<file path="config.mk">
export PLATFORM = sky130hd
export DESIGN_NAME = sync_updown_counter
export DESIGN_NICKNAME = d
export VERILOG_FILES = /design/src/rtl/cnt_pkg.sv /design/src/rtl/sync_updown_counter_tff_cell.sv /design/src/rtl/sync_updown_counter.sv
export SDC_FILE = /design/constraint.sdc
export NUM_CORES = 1
export LEC_CHECK = 0
export BUFFER_PORTS_ARGS = -buffer_cell sky130_fd_sc_hd__buf_2
export CAP_MARGIN = 20
export CORE_AREA = 10 10 47 49
export DETAILED_ROUTE_END_ITERATION = 12
export DIE_AREA = 0 0 57 59
export SLEW_MARGIN = 10
export SYNTH_ARGS = -nofsm -noshare
export SYNTH_HDL_FRONTEND = slang
export SYNTH_HIERARCHICAL = 1
export SYNTH_SLANG_ARGS = --single-unit
</file>
<file path="constraint.sdc">
create_clock -name clk -period 3.15 [get_ports clk]
set_input_delay 0.315 -clock clk [delete_from_list [all_inputs] [get_ports clk]]
set_output_delay 0.315 -clock clk [all_outputs]
set_load 0.01 [all_outputs]
</file>
<file path="src/rtl/cnt_pkg.sv">
// Shared constants and helpers for the up/down counter library.
// clamp_load limits a parallel-load value to the top of the count range.
package cnt_pkg;

  localparam logic CNT_UP = 1'b1;
  localparam logic CNT_DN = 1'b0;

  function automatic int unsigned clamp_load(input int unsigned val, input int unsigned modulus);
    return (val < modulus) ? val : modulus - 1;
  endfunction

endpackage

</file>
<file path="src/rtl/sync_updown_counter_tff_cell.sv">
// Single T flip-flop: toggles on rising clk when t=1, async active-high clear.
// One instance per counter bit.
module tff_cell (
  input  logic t,
  input  logic clk,
  input  logic rst,
  output logic q
);

  always_ff @(posedge clk or posedge rst) begin
    if (rst) begin
      q <= 1'b0;
    end else if (t) begin
      q <= ~q;
    end
  end

endmodule

</file>
<file path="src/rtl/sync_updown_counter.sv">
// Synchronous modulo-N up/down counter on per-bit T flops with load, enable and wrap pulse.
// Define CNT_SATURATE_EN to hold at the range limits instead of wrapping (wrap becomes a saturation flag).
module sync_updown_counter
  import cnt_pkg::*;
#(
  parameter int WIDTH   = 3,
  parameter int MODULUS = 2 ** WIDTH
) (
  input  logic             clk,
  input  logic             rst,
  input  logic             en,
  input  logic             up_dn,
  input  logic             load,
  input  logic [WIDTH-1:0] load_val,
  output logic [WIDTH-1:0] q,
  output logic             wrap
);

  localparam logic [WIDTH-1:0] MAX_VAL = WIDTH'(MODULUS - 1);
  localparam logic [WIDTH-1:0] ONE     = WIDTH'(1);

  logic [WIDTH-1:0] cnt_q;
  logic [WIDTH-1:0] cnt_d;
  logic [WIDTH-1:0] tgl;
  logic             wrap_q;
  logic             wrap_d;

  always_comb begin
    cnt_d  = cnt_q;
    wrap_d = 1'b0;
    if (load) begin
      cnt_d = WIDTH'(clamp_load(32'(load_val), 32'(MODULUS)));
    end else if (en) begin
      if (up_dn == CNT_UP) begin
        if (cnt_q == MAX_VAL) begin
          wrap_d = 1'b1;
`ifdef CNT_SATURATE_EN
          cnt_d  = cnt_q;
`else
          cnt_d  = '0;
`endif
        end else begin
          cnt_d = cnt_q + ONE;
        end
      end else begin
        if (cnt_q == '0) begin
          wrap_d = 1'b1;
`ifdef CNT_SATURATE_EN
          cnt_d  = cnt_q;
`else
          cnt_d  = MAX_VAL;
`endif
        end else begin
          cnt_d = cnt_q - ONE;
        end
      end
    end
  end

  // Each bit flips exactly where the chosen next state differs from the present one.
  assign tgl = cnt_d ^ cnt_q;

  for (genvar i = 0; i < WIDTH; i++) begin : g_bit
    tff_cell u_bit (
      .t  (tgl[i]),
      .clk(clk),
      .rst(rst),
      .q  (cnt_q[i])
    );
  end

  always_ff @(posedge clk or posedge rst) begin
    if (rst) begin
      wrap_q <= 1'b0;
    end else begin
      wrap_q <= wrap_d;
    end
  end

  assign q    = cnt_q;
  assign wrap = wrap_q;

endmodule

</file>
==> metrics list, run 1 <==
- For the pin with the worst max-slew slack, the measured transition is 0.328 ns.
- Data on the critical path arrives at its endpoint at 1.77 ns.
- Dpl cells: 66
* Detailed placement HPWL: 644 um
- Run status: completed
* Core utilization of the finished layout: 0.317
- Count of clock tree sinks: 4
* Capture endpoint of the worst hold path: wrap
* Post-synthesis cell type with the largest combined area: dfrtp_1
* Adder-cell share of the synthesized area: 0.149
- Maximum buffer depth of the clock tree: 2
* Tightest hold margin: 0.420 ns
- The final max-slew violation count was 0.
- The signal on the critical path passes through ha_1 > ha_1 > xnor2_1 > nand2_1 > a32o_1 > xor2_1.
- In this run the number of H-tree levels came out at 1.
- Share of synthesized cell area in and, or, nand and nor gates: 0.115
- Critical-path maximum fanout: 6
* Critical R2R Capture: g_bit[2].u_bit/q
- Mux share of post-synthesis cell area: 0
- Summed over all layers, the global routing overflow is 0.
- Share of the synthesized area in the top cell type: 0.297
* Clock transition at the registers of the reported paths: 0.04 ns
* Post-layout min period: 1.65 ns
* Remaining DRCs: 0
- The worst setup path is captured at a register.
- Cell with the largest stage delay on the worst path: dfrtp_1
- After detailed routing, the number of vias per cell comes to 4.40.
- The Yosys step of the flow raised 6 warnings.
* Aggregate global-route resource usage: 0.0429
- The root buffer cell chosen for the clock tree is clkbuf_4.
- In the final routed layout, each cell accounts on average for 10.7 um.
* Total via count after detailed routing: 308
- Fmax: 605 MHz
- In the finished design, the share of the clock period the worst path needs comes to 0.524.
* Worst setup slack before clock tree synthesis: 1.48 ns
- Post-synth ARST share: 1.00
- Antenna violations before repair: 0
* Cell Pwr Density: 837 nW/um^2
- Compound-cell area share of the yosys netlist: 0.193
- XOR/XNOR share of the synthesized area: 0.156
- Post-CTS setup buffer count: 0
* Count of cells along the worst hold path: 3
- Kind of start point of the critical path: register
* Clock tree from TritonCTS: done
* Number of violations reported at the end of detailed-routing iteration 0: 1
* Final Hold Fails: 0
- Number of port buffers: 11
- The area growth from synthesis to layout is 32.0%.
* Number of flops mapped to enable cells by yosys: 0
- The via count of the first global-routing pass was 315.
* Number of setup violations in the final report: 0
* Worst path setup slack after routing: 1.50 ns
- Fraction of the yosys area taken by sequential cells: 0.297
- Worst path max stage delay: 0.43 ns
* Flops & latches, synth: 4
- In this run the core area contains 14 standard-cell rows.
- The die covers 3360 sq um.
- In this run the cell area measured after placement is 412 sq um.
- The detail route stage leaves a number of antenna-violating nets equal to 0.
- For the final routed database, the setup TNS stands at 0 ns.
* Hold Path Class: input port to register
- Fraction of final layout cells sized beyond drive strength 1: 0.259
- Synthesized net count: 51
- Mapped Area: 337 sq um
- Iteration count of the initial detailed-routing pass: 2
* Maximum vdd drop: 0.295 mV
- Final weighted congestion of routability-driven global placement: 0.642
- Counting cells, the worst reg-to-reg path comes to 6.
* Maximum number of pins on one net before global-route repair: 8
- Initial cell density of the core: 0.240
- Across the run, the number of max-cap violations was 0.
- Headroom to the max-slew limit came out at 0.781.
- Final setup skew: 0.00585 ns
- CP most frequent cell: ha_1
- Setup Crit Path Kind: register to register
- Most numerous cell types in the synthesized netlist: inv_1 (8), a21oi_1 (5), xor2_1 (5), dfrtp_1 (4), ha_1 (4)
- At the worst endpoint, the required time is 3.26 ns.
- Post-Synthesis Cells: 39
* Dominant combinational cell family by area after synthesis: compound AO/OA/AOI/OAI gates
- Wires add up to 749 um.
* Setup repair after global routing missed its margin: false
- Cell with the most instances after synthesis: inv_1
- Power consumption: 0.372 mW
- Wire length of the first global-routing pass: 1180 um
* Final instance count without filler cells: 70
* Diodes inserted: 0
* HP Start: up_dn
* Placeable core region: 1400 sq um
- Counting distinct cell types in the post-synthesis netlist gives 15.
- After synthesis, the mean cell area works out to 8.63 sq um.
- Once the clock tree was built, the resizer swapped 0 gates to a different size.
* Finished layout cell area: 444 sq um
* Later-pin clock latency in the skew report: 0.24 ns
- Sorting the synthesized cells by area gives the leading types as dfrtp_1 (30%), ha_1 (15%), xor2_1 (13%), inv_1 (8.9%), a21oi_1 (7.4%).
* NumNets Final: 68
- The most used flip-flop cell after synthesis is dfrtp_1.
- Height of the chip: 59 um
- I/O pins: 12
* Worst flop-to-flop path startpoint: g_bit[0].u_bit/q
- Setup slack on the worst reg-to-reg path comes out at 1.50 ns.
* Die width: 57 um
* Inserted Clock Buffers: 3
* Static Leakage: 0.236 nW
[report_power, final]
part	internal, mW	switching, mW	leakage, nW
clock network	0.0428	0.0231	0.0138
logic	0.0978	0.0954	0.174
registers	0.0749	0.0375	0.0488
total	0.215	0.156	0.236
[how the worst max path moves through the flow]
stage / startpoint / end / slack [ns] / depth (start not counted)
4_1_cts: g_bit[0].u_bit/q / g_bit[2].u_bit/q / 1.48 / 6
2_1_floorplan: g_bit[0].u_bit/q / g_bit[2].u_bit/q / 1.51 / 6
3_3_place_gp: g_bit[0].u_bit/q / g_bit[2].u_bit/q / 1.50 / 6
5_1_grt: g_bit[0].u_bit/q / g_bit[2].u_bit/q / 1.38 / 6
6_report: g_bit[0].u_bit/q / g_bit[2].u_bit/q / 1.50 / 6
3_5_place_dp: g_bit[0].u_bit/q / g_bit[2].u_bit/q / 1.48 / 6
[critical path, delay by kind of cell, from the launching register on]
family | cells | cell delay [ns]
flops | 1 | 0.43
compound gates | 1 | 0.26
simple gates | 1 | 0.06
fa+ha+maj | 2 | 0.51
xor+xnor | 2 | 0.27
[registers in the layout, indices dropped and copies added, names as in the netlist]
name and cells:
wrap 1, g_bit.u_bit/q 3
[layer usage]
layer | global-route usage | vias to the layer above | wire [um]
met5 | 0 | - | 0
met4 | 0.0302 | 0 | 16
met3 | 0.0129 | 3 | 44
met2 | 0.0667 | 11 | 331
met1 | 0.0490 | 136 | 357
li1 | - | 158 | -
[kinds of logic (layout without fill, tap and decap cells)]
group / after synthesis / in the layout
adder cells (fa/ha/maj): 4 / 4
AO/OA/AOI/OAI: 10 / 10
AND/OR/NAND/NOR: 7 / 7
XOR/XNOR: 6 / 6
buffers and inverters: 8 / 23
flip-flops: 4 / 4
[final cells by class]
class,instances,area [sq um]
Clock buffer,3,22.5
Tap cell,16,20.0
Fill cell,163,957
Timing Repair Buffer,12,65.1
Inverter,8,30.0
Multi-Input combinational cell,27,206
Sequential cell,4,100
[placed cells by master, fill, tap and decap left out]
cell / instances
inv_1: 8
xnor2_1: 1
dlygate4sd3_1: 1
a21boi_0: 1
nand2_1: 2
or3b_1: 1
clkbuf_4: 3
a221oi_1: 1
dfrtp_1: 4
nor2_1: 1
buf_2: 11
a21oi_1: 5
nor2b_1: 3
o31a_1: 1
a32o_1: 1
ha_1: 4
xor2_1: 5
o21ai_0: 1
[repair_timing]
action	4_1_cts	5_1_grt
setup endpoints to repair	0	0
endpoints found under the hold margin	4	0
hold buffers	1	0
Note: power is estimated with default switching activity, not from simulation.
==> run 2: changes to the inputs <==
--- a/config.mk
+++ b/config.mk
@@ -5,6 +5,7 @@
 export SDC_FILE = /design/constraint.sdc
 export NUM_CORES = 1
 export LEC_CHECK = 0
+export ABC_AREA = 1
 export BUFFER_PORTS_ARGS = -buffer_cell sky130_fd_sc_hd__buf_2
 export CAP_MARGIN = 20
 export CORE_AREA = 10 10 47 49
==> constraint.sdc (replaced) <==
create_clock -name clk -period 1.7 [get_ports clk]
set_input_delay 0.17 -clock clk [delete_from_list [all_inputs] [get_ports clk]]
set_output_delay 0.17 -clock clk [all_outputs]
set_load 0.01 [all_outputs]
==> run 2 against run 1 <==
Sequential cell count unchanged. Hold slack got worse by 0.18 ns. Sequential share of layout area decreased by 3.7 points. Area after synthesis increased by 20%. Sequential power increased by 63%. Non-clock buffer count increased by 4. Via count increased by 40%. Critical path type unchanged. Fmax increased by 6.2%. Critical path depth increased by 6. Design area increased by 23%. First-iteration DRC count increased to 4.0 times the previous value.
==> metrics list, run 2 <==
- The run finished with clean final reports.
- Total routed wirelength: 932 um (+24%)
* Average detailed-routed wire length per instance: 9.05 um (-15%)
- Routing usage on met3: 0.0279 (+0.0150)
* Number of buffers and inverters on the critical path: 1 (+1)
* Post-layout min period: 1.56 ns (-0.0960 ns)
- The routed via count came to 430 (+40%).
- Number of stages on the worst setup path: 12 (+6)
- Remaining DRCs: 0 (unchanged)
- Grouping stages by cell kind, the critical path spends the most delay in simple AND/OR/NAND/NOR gates.
* Number of port buffers: 11 (unchanged)
* YS warnings: 6 (unchanged)
* Cell with the most instances after synthesis: nand2_1
- Buffer type at the clock tree root: clkbuf_4
- The worst setup path is of the register to register kind.
- The fraction of layout instances using a drive strength above 1 was 0.299 (+0.0396).
* Critical path origin: g_bit[0].u_bit/q
- Compared with the post-synthesis result, the final layout area differs by 34.6%.
- The number of clock sinks came to 4 (unchanged).
* Number of max-cap violations: 0 (unchanged)
- The worst setup path is launched from a register.
- Share of the clock period used by the worst path after layout: 0.915 (+0.391)
- Final-report max-slew violation count: 0 (unchanged)
- The number of instances in the synthesized netlist came to 68 (+74%).
- Fmax: 643 MHz (+6.2%)
- Clock tree from TritonCTS: done
* Register area: 103 sq um (+2.5%)
- The library cell used most frequently in the layout, excluding fill and tap cells, is nand2_1.
- Number of setup violations in the final report: 0 (unchanged)
- Number of flops mapped to enable cells by yosys: 0 (unchanged)
- The count of cell types in the netlist is 16 (+1).
- The commonest cells after synthesis are nand2_1 (25), inv_1 (15), dfrtp_1 (4), ha_1 (4), nor2_1 (4).
- Critical R2R Capture: g_bit[2].u_bit/q
- The register bit total from synthesis is 4 (unchanged).
* Iteration count of the initial detailed-routing pass: 4 (+2)
- For this run, the leading register cell type out of synthesis is dfrtp_1.
- The number of antenna violations at the first check in global routing is 0 (unchanged).
* Finished layout cell area: 546 sq um (+23%)
- The total power was 0.829 mW (+120%).
- NumNets Final: 101 (+49%)
- Die width: 57 um (unchanged)
- Capture point of the worst path: g_bit[2].u_bit/q
- After synthesis, the cell types taking the most area are dfrtp_1 (25%), nand2_1 (23%), inv_1 (14%), ha_1 (12%), a21oi_1 (3.7%).
* Hold Path Class: input port to register
* Commonest cells after routing, fill and taps aside: nand2_1 (25), inv_1 (14), buf_2 (11)
- The worst setup path is captured at a register.
* Maximum vdd drop: 0.592 mV (+100%)
* Normalized max-slew margin: 0.801 (+0.0203)
- The part of the Yosys area used for sequential elements came to 0.247 (-0.0505).
- The length in cells of the worst reg-to-reg path is 12 (+6).
* Required time worst endpoint: 1.82 ns (-1.44 ns)
* Routed vias/inst: 4.17 (-5.1%)
- Residual overflow from global routing: 0 (unchanged)
- Mapped Area: 405 sq um (+20%)
* Diodes inserted: 0 (unchanged)
- The number of flip-flops under the largest register name is 3 (unchanged).
- The leakage power figure was 0.346 nW (+46%).
- Height of the chip: 59 um (unchanged)
- Synthesized net count: 80 (+57%)
- The final count of hold timing violations came to 0 (unchanged).
* Clock transition at the registers of the reported paths: 0.04 ns (about the same)
- The top-area cell type share of the netlist area is 0.247 (-0.0505).
- Die ar.: 3360 sq um (unchanged)
- Post-synth ARST share: 1.00 (unchanged)
- The number of I/O pins is 12 (unchanged).
- Final weighted congestion of routability-driven global placement: 0.821 (+28%)
- The initial core utilization is 0.289 (+0.0491).
- Maximum number of pins on one net before global-route repair: 8 (unchanged)
* Reg2reg setup slack: 0.14 ns (-1.35 ns)
* Post-synthesis cell type with the largest combined area: dfrtp_1
- CP arrival: 1.67 ns (-0.10 ns)
- The total number of placement rows was 14 (unchanged).
- Register ranked first by flip-flop count: g_bit.u_bit/q
* Antenna viol nets, final: 0 (unchanged)
* Later-pin clock latency in the skew report: 0.24 ns (about the same)
* Number of violations reported at the end of detailed-routing iteration 0: 4 (+3)
- Cell Pwr Density: 1520 nW/um^2 (+82%)
- H-Tree Depth: 1 (unchanged)
- Mean instance size in the synthesized netlist: 5.96 sq um (-31%)
- The global routing met2 resource utilization was 0.0930 (+0.0264).
* Detailed placement HPWL: 756 um (+18%)
- Final setup skew: 0.00734 ns (+0.00149 ns)
* Placeable core region: 1400 sq um (unchanged)
* Wire length of the first global-routing pass: 1640 um (+39%)
* Number of filler cells placed in the layout: 157 (-3.7%)
- For this design, the slowest cell found on the critical path is dfrtp_2.
- Walking the worst path, the cells encountered are ha_1 > ha_1 > nor2_1 > nor2_1 > nand2_1 > nand2_1 > nand2_1 > nand2_1 > nand2_1 > inv_1 > nand2_1 > nand2_1.
* Vias in the first global route: 424 (+35%)
- After global routing, the most crowded layer is met2.
* Slew @ Worst Pin: 0.296 ns (-0.0324 ns)
* Placed standard-cell area: 495 sq um (+20%)
- Worst flop-to-flop path startpoint: g_bit[0].u_bit/q
- The met1 demand-to-capacity share in global routing is 0.0630 (+0.0140).
- The biggest cell delay along the critical path came to 0.43 ns (about the same).
- Area taken by multi-input logic gates: 238 sq um (+15%)
* CP most frequent cell: nand2_1
- Inserted Clock Buffers: 3 (unchanged)
- Aggregate global-route resource usage: 0.0597 (+0.0168)
- The number of buffers between clock root and the deepest sink came to 2 (unchanged).
- The largest fanout on the critical path was 4 (-2).
run 2: worst min path at each step:
| stage | from | depth (start not counted) | end | slack, ns |
|---|---|---|---|---|
| floorplan | rst | 1 | g_bit[0].u_bit/q | -0.10 |
| global placement | rst | 2 | g_bit[0].u_bit/q | 0.04 |
| detailed placement | rst | 2 | g_bit[0].u_bit/q | 0.04 |
| CTS | en | 3 | wrap | 0.23 |
| global route | en | 3 | wrap | 0.26 |
| finish | en | 3 | wrap | 0.24 |
run 2: area by class of cell:
cell class / count / area share
multi-input cells: 46 / 0.436
clock buffers: 3 / 0.0413
flip-flops and latches: 4 / 0.188
inverters: 18 / 0.124
repair buffers: 16 / 0.174
well taps: 16 / 0.0367
run 2: per-layer routing:
| metal | wire (um) | vias to the layer above |
|---|---|---|
| met2 | 421 | 8 |
| met3 | 18 | 0 |
| met1 | 491 | 179 |
| met4 | 0 | 0 |
| li1 | - | 243 |
| met5 | 0 | - |
run 2: through the flow:
step	setup slack [ns]	cells	util	hold WS [ns]	setup TNS, ns
floorplan	0.120	68	-	-0.101	0
global placement	0.130	97	0.354	0.0377	0
detailed placement	0.114	97	0.354	0.0389	0
CTS	0.101	101	0.377	0.227	0
global route	-0.00345	103	0.389	0.255	-0.00345
finish	0.144	103	0.389	0.237	0
run 2: worst reg2reg max path, stage by stage, from the launching register on:
cell	delay [ns]
dfrtp_2	0.43
ha_1	0.21
ha_1	0.26
nor2_1	0.09
nor2_1	0.04
nand2_1	0.06
nand2_1	0.06
nand2_1	0.06
nand2_1	0.04
nand2_1	0.06
inv_1	0.04
nand2_1	0.04
nand2_1	0.04
run 2: cell families after synthesis:
kind of cell             count (synthesis)  synth area share
buffers and inverters                   18             0.167
adder cells (fa/ha/maj)                  4             0.123
XOR/XNOR                                 1            0.0216
flip-flops                               4             0.247
AO/OA/AOI/OAI                            8             0.120
AND/OR/NAND/NOR                         33             0.321
run 2: what timing repair did:
| item | 4_1_cts | 5_1_grt |
|---|---|---|
| endpoints found under the hold margin | 4 | 0 |
| hold buffers | 1 | 0 |
| buffers inserted | 0 | 2 |
| resized for setup | 0 | 3 |
| endpoints found under the setup margin | 0 | 2 |
run 2: where the power goes:
part | internal [mW] | switching (mW) | total (mW) | leakage (nW)
registers | 0.141 | 0.0428 | 0.183 | 0.0475
clock network | 0.0791 | 0.0399 | 0.119 | 0.0138
logic | 0.236 | 0.291 | 0.527 | 0.285
total | 0.455 | 0.374 | 0.829 | 0.346
